===== config.mk =====
export PLATFORM = sky130hd
export DESIGN_NAME = rr_arb_4_enc
export DESIGN_NICKNAME = d
export VERILOG_FILES = /design/src/rtl/rr_arb_4_enc.sv
export SDC_FILE = /design/constraint.sdc
export NUM_CORES = 1
export LEC_CHECK = 0
export CORE_MARGIN = 2
export CORE_UTILIZATION = 53
export CTS_BUF_LIST = sky130_fd_sc_hd__clkbuf_8
export CTS_CLUSTER_DIAMETER = 150
export DETAILED_ROUTE_END_ITERATION = 10
export PLACE_DENSITY = 0.77
export SETUP_SLACK_MARGIN = 0.3
export SLEW_MARGIN = 20
export SYNTH_ARGS = -nofsm -noshare
export SYNTH_HDL_FRONTEND = slang
export SYNTH_SLANG_ARGS = --single-unit

===== constraint.sdc =====
create_clock -name clk -period 2.1 [get_ports clk]
set_input_delay 0.315 -clock clk [delete_from_list [all_inputs] [get_ports clk]]
set_output_delay 0.315 -clock clk [all_outputs]
set_load 0.01 [all_outputs]

===== src/rtl/rr_arb_4_enc.sv =====
// ============================================================================
// Module   : rr_arb_4_enc
// Brief    : 4-way round-robin arbiter with registered grant index, valid and
//            new-grant pulse; grants are pre-empted after MAX_HOLD cycles.
//            Optional macro RR_ARB_LOCK_EN adds a lock input that suppresses
//            the hold-time pre-emption.
// Revision : 1.0 - initial release
// ============================================================================
`default_nettype none

module rr_arb_4_enc #(
    parameter int unsigned MAX_HOLD = 8
) (
    input  logic       clk,
    input  logic       rst,
    input  logic [3:0] req,
`ifdef RR_ARB_LOCK_EN
    input  logic       lock,
`endif
    output logic [1:0] grant_idx,
    output logic       grant_valid,
    output logic       grant_new
);

    localparam logic [0:0] c_IDLE     = 1'b0;
    localparam logic [0:0] c_GRANT    = 1'b1;
    localparam logic [7:0] c_MAX_HOLD = 8'(MAX_HOLD);
    localparam logic [7:0] c_CNT_SAT  = 8'hFF;

    logic [0:0] r_state;
    logic [1:0] r_grant_idx;
    logic       r_grant_valid;
    logic       r_grant_new;
    logic [7:0] r_hold_cnt;
    logic [1:0] r_last_ptr;

    logic [1:0] w_base;
    logic [1:0] w_win;
    logic       w_found;
    logic       w_release;
    logic       w_timeout;
    logic       w_lock;

`ifdef RR_ARB_LOCK_EN
    assign w_lock = lock;
`else
    assign w_lock = 1'b0;
`endif

    // The scan starts one past the current owner, so the owner is visited last
    // and only wins when nobody else is requesting.
    always_comb begin
        logic [1:0] v_cand;
        w_base  = (r_state == c_GRANT) ? r_grant_idx : r_last_ptr;
        w_win   = 2'd0;
        w_found = 1'b0;
        v_cand  = 2'd0;
        for (int i = 0; i < 4; i++) begin
            v_cand = w_base + 2'(i + 1);
            if (!w_found && req[v_cand]) begin
                w_win   = v_cand;
                w_found = 1'b1;
            end
        end
    end

    assign w_release = ~req[r_grant_idx];
    // ">=" so that dropping lock after an overlong hold pre-empts immediately
    assign w_timeout = (r_hold_cnt >= c_MAX_HOLD) && !w_lock;

    always_ff @(posedge clk or posedge rst) begin
        if (rst) begin
            r_state       <= c_IDLE;
            r_grant_idx   <= 2'd0;
            r_grant_valid <= 1'b0;
            r_grant_new   <= 1'b0;
            r_hold_cnt    <= 8'd0;
            r_last_ptr    <= 2'd3;
        end else begin
            case (r_state)
                c_IDLE: begin
                    r_grant_new <= 1'b0;
                    if (w_found) begin
                        r_state       <= c_GRANT;
                        r_grant_idx   <= w_win;
                        r_grant_valid <= 1'b1;
                        r_grant_new   <= 1'b1;
                        r_hold_cnt    <= 8'd1;
                        r_last_ptr    <= w_win;
                    end
                end
                default: begin
                    if (!w_release && !w_timeout) begin
                        r_grant_new <= 1'b0;
                        if (r_hold_cnt != c_CNT_SAT) begin
                            r_hold_cnt <= r_hold_cnt + 8'd1;
                        end
                    end else if (w_found) begin
                        r_grant_idx <= w_win;
                        r_grant_new <= 1'b1;
                        r_hold_cnt  <= 8'd1;
                        r_last_ptr  <= w_win;
                    end else begin
                        r_state       <= c_IDLE;
                        r_grant_valid <= 1'b0;
                        r_grant_new   <= 1'b0;
                    end
                end
            endcase
        end
    end

    assign grant_idx   = r_grant_idx;
    assign grant_valid = r_grant_valid;
    assign grant_new   = r_grant_new;

endmodule

`default_nettype wire


==> flow_results.org <==
** Route
- Using the TritonRoute via totals, the vias-per-cell ratio works out to approximately 5.7.
- DRC violation total after the first TritonRoute iteration :: 11
- In the routed design, unresolved DRC markers number 0.
- The count of nets left with antenna violations once routing finished came out at 0.
- The detailed router placed roughly 570 vias in this run.
- In the final routed layout, each cell accounts on average for between 10 and 15 um.
- Routed Wire Length :: 1.51 mm
- DRT Pass-1 Iters :: 4

** STA
- Sum of negative setup slack :: 0 ns
- Final hold violation count :: 0
- Setup violations remaining at the end of the flow were counted as 0.
- Setup repair after global routing left no endpoint under its margin.
- Fmax :: 588 MHz
- Worst slew margin relative to its limit :: 0.634
- For the pin with the worst max-slew slack, the measured transition is 0.548 ns.
- The worst path meets setup with 0.400 ns of slack.
- Worst setup skew after layout :: 0.00511 ns
- Slew Limit Fails :: 0
- In the finished design, the share of the clock period the worst path needs comes to 0.809.
- Counting I/O delays and the setup requirement, the final critical path takes 1.70 ns.

** Clock network
- Clock latency of the later-clocked register in the worst-skew pair :: around 0.25 ns
- Hold repair after CTS inserted 0 buffers.
- TritonCTS created 3 clock buffers.
- Count of instances resized after the clock tree is built :: 0
- TritonCTS built the clock tree.
- Clock transition at the registers of the reported paths :: 0.06 ns
- Post-CTS timing repair inserted 0 buffers for setup.
- In this run the number of H-tree levels came out at 1.
- Clock tree synthesis selected as its root buffer the cell clkbuf_8.
- Maximum number of buffers from clock root to sink :: 2
- Sink Count :: 15

** Logic synthesis
- After synthesis, the mean cell area works out to roughly 11 um^2.
- In this run, synthesis produced a sequential element count of 15.
- The mapped netlist covers 779 um^2.
- Share of the yosys chip area belonging to registers :: 0.485
- During synthesis, Yosys emitted a total of 0 warnings.
- When the netlist entered floorplanning its net count stood at 77.
- The number of different library cells used by synthesis comes to 32.
- Synthesis produced 69 cells.

** Floorplanning
- Area of the core :: 1330 um^2
- Measured along the x axis, the die boundary spans between 40 and 50 um.
- The die covers 1790 um^2.
- Starting density of the core :: 0.584
- The floorplan has 13 rows.
- DIE HEIGHT :: roughly 42 um
- IO Pins :: 10

** Global route
- The via count of the first global-routing pass is 586.
- Pin count of the biggest net entering global routing :: 16
- For this run, the total global-route usage over all layers was measured as 0.212.
- Summed over all layers, the global routing overflow is 0.
- Antenna violations before repair :: 0
- The first global-routing pass estimated between 2 and 3 mm of wire.

** Layout
- Layout-stage area growth over the synthesis result :: 23.3%
- The net count of the finished layout is 95.
- After the flow finishes, the layout carries non-filler instances totaling between 100 and 150.
- Antenna fix cells :: 0
- Proportion of layout cells with a drive suffix above 1 :: 0.221

** Critical path
- In this run the worst path has a maximum fanout of 6.
- The worst setup path is captured at a flop.
- Category of the critical setup timing path :: reg -> reg
- At the worst endpoint, the arrival time is 1.85 ns.
- Required time at the worst-slack endpoint :: 2.25 ns
- The worst setup path is launched from a flop.

** Place
- The count of buffers added on input and output ports is 9.
- Worst slack after detailed placement :: 0.170 ns
- After legalization and detailed placement, the total HPWL measured 1.11 mm.
- At the end of routability-driven placement, the weighted congestion stood at around 0.84.
- Once placement completed, the tool counted placed cells totaling between 90 and 100.

** Outcome
- Run status :: completed

** Pwr
- For this design the ratio of total power to cell area is 1250 nW/um^2.
- Leak pwr :: 0.430 nW
- IR analysis of the VDD net gives a maximum drop of 0.617 mV.

** Hold path
- Worst hold-check path type :: in -> async

** Flow run
- Across the run, the number of max-cap violations was 0.
[cells in the mapped netlist]
master	count	share of area
a21oi_1	5	0.032
a21oi_2	1	0.011
a22o_1	1	0.011
a31oi_1	2	0.016
a31oi_4	1	0.027
and2_1	4	0.032
and3_4	1	0.014
buf_6	1	0.014
dfrtp_1	13	0.42
dfstp_2	2	0.067
ha_1	2	0.032
inv_1	6	0.029
inv_2	1	0.0048
maj3_1	1	0.013
mux2_2	1	0.014
mux2i_1	1	0.013
mux4_2	1	0.029
nand2_1	3	0.014
nand2b_1	3	0.024
nand3_1	2	0.013
nand3b_1	2	0.019
nor2_1	2	0.0096
nor2b_1	2	0.016
nor4_2	1	0.016
nor4_4	1	0.027
o2111ai_1	1	0.011
o21a_1	2	0.019
o21ai_0	1	0.0064
o21ai_1	2	0.013
o221ai_1	1	0.011
o31ai_1	1	0.0096
xnor2_1	1	0.011
[kinds of logic (layout without fill, tap and decap cells)]
family,count (synthesis),count (layout),synth area share
adder cells (fa/ha/maj),3,3,0.0449
XOR/XNOR,1,1,0.0112
buffers and inverters,8,25,0.0481
multiplexers,3,3,0.0562
AO/OA/AOI/OAI,18,18,0.169
AND/OR/NAND/NOR,21,21,0.186
flip-flops,15,15,0.485
[layout make-up]
class,instances,area [um^2]
clock buffers,3,41.3
clock inverters,1,5.00
fillers,93,373
inverters,7,26.3
multi-input cells,46,364
flip-flops and latches,15,378
well taps,15,18.8
repair buffers,14,128
[per-layer routing]
| metal | vias to the layer above | track usage | share of wire | routed length [um] |
|---|---|---|---|---|
| li1 | 278 | - | - | - |
| met2 | 8 | 0.320 | 0.48 | 719 |
| met4 | 0 | 0.106 | 0.018 | 27 |
| met5 | - | 0 | 0 | 0 |
| met3 | 5 | 0.0560 | 0.026 | 40 |
| met1 | 281 | 0.281 | 0.48 | 723 |
[path summary, 6_finish.rpt]
| path | slack (ns) | cells after the start | startpoint | end |
|---|---|---|---|---|
| max | 0.40 | 4 | grant_idx[1] | grant_idx[0] |
| max reg2reg | 0.40 | 4 | grant_idx[1] | grant_idx[0] |
| min | 0.40 | 2 | rst | r_hold_cnt[3] |
| max in group asynchronous | 1.32 | 2 | rst | r_last_ptr[0] |
| min in group clk | 0.51 | 1 | r_hold_cnt[7] | r_hold_cnt[7] |
| min reg2reg | 0.51 | 1 | r_hold_cnt[7] | r_hold_cnt[7] |
[metrics by stage]
step	total power [mW]	area (um^2)	hold slack, ns	utilization
6_report	1.20	961	0.404	0.720
5_1_grt	1.28	961	0.458	0.720
4_1_cts	1.21	961	0.421	0.720
3_5_place_dp	0.960	915	0.492	0.686
3_3_place_gp	0.937	915	0.489	0.686
2_1_floorplan	0.815	779	0.215	-
[critical path: stages, from the launching register on]
cell and delay, ns:
dfrtp_1 0.46, mux4_2 0.59, a31oi_4 0.24, o2111ai_1 0.16, o21a_1 0.13
[cell usage in the layout (no fill, tap or decap), types with 3 or more instances in the layout]
master and n:
dfrtp_1 13, clkdlybuf4s50_1 9, inv_1 6, a21oi_1 5, buf_4 5, and2_1 4, nand2b_1 3, nand2_1 3
clkbuf_8 3
[report_power, final]
| group | leakage (nW) | internal, mW | total, mW | switching [mW] |
|---|---|---|---|---|
| registers | 0.183 | 0.391 | 0.481 | 0.0898 |
| clock network | 0.0255 | 0.132 | 0.235 | 0.104 |
| logic | 0.222 | 0.254 | 0.481 | 0.227 |
[registers in the layout (all words and copies together) (netlist names)]
register	flops
grant_idx	2
r_last_ptr	2
r_state	1
grant_valid	1
r_hold_cnt	8
grant_new	1
(Power assumes the default switching activity.)
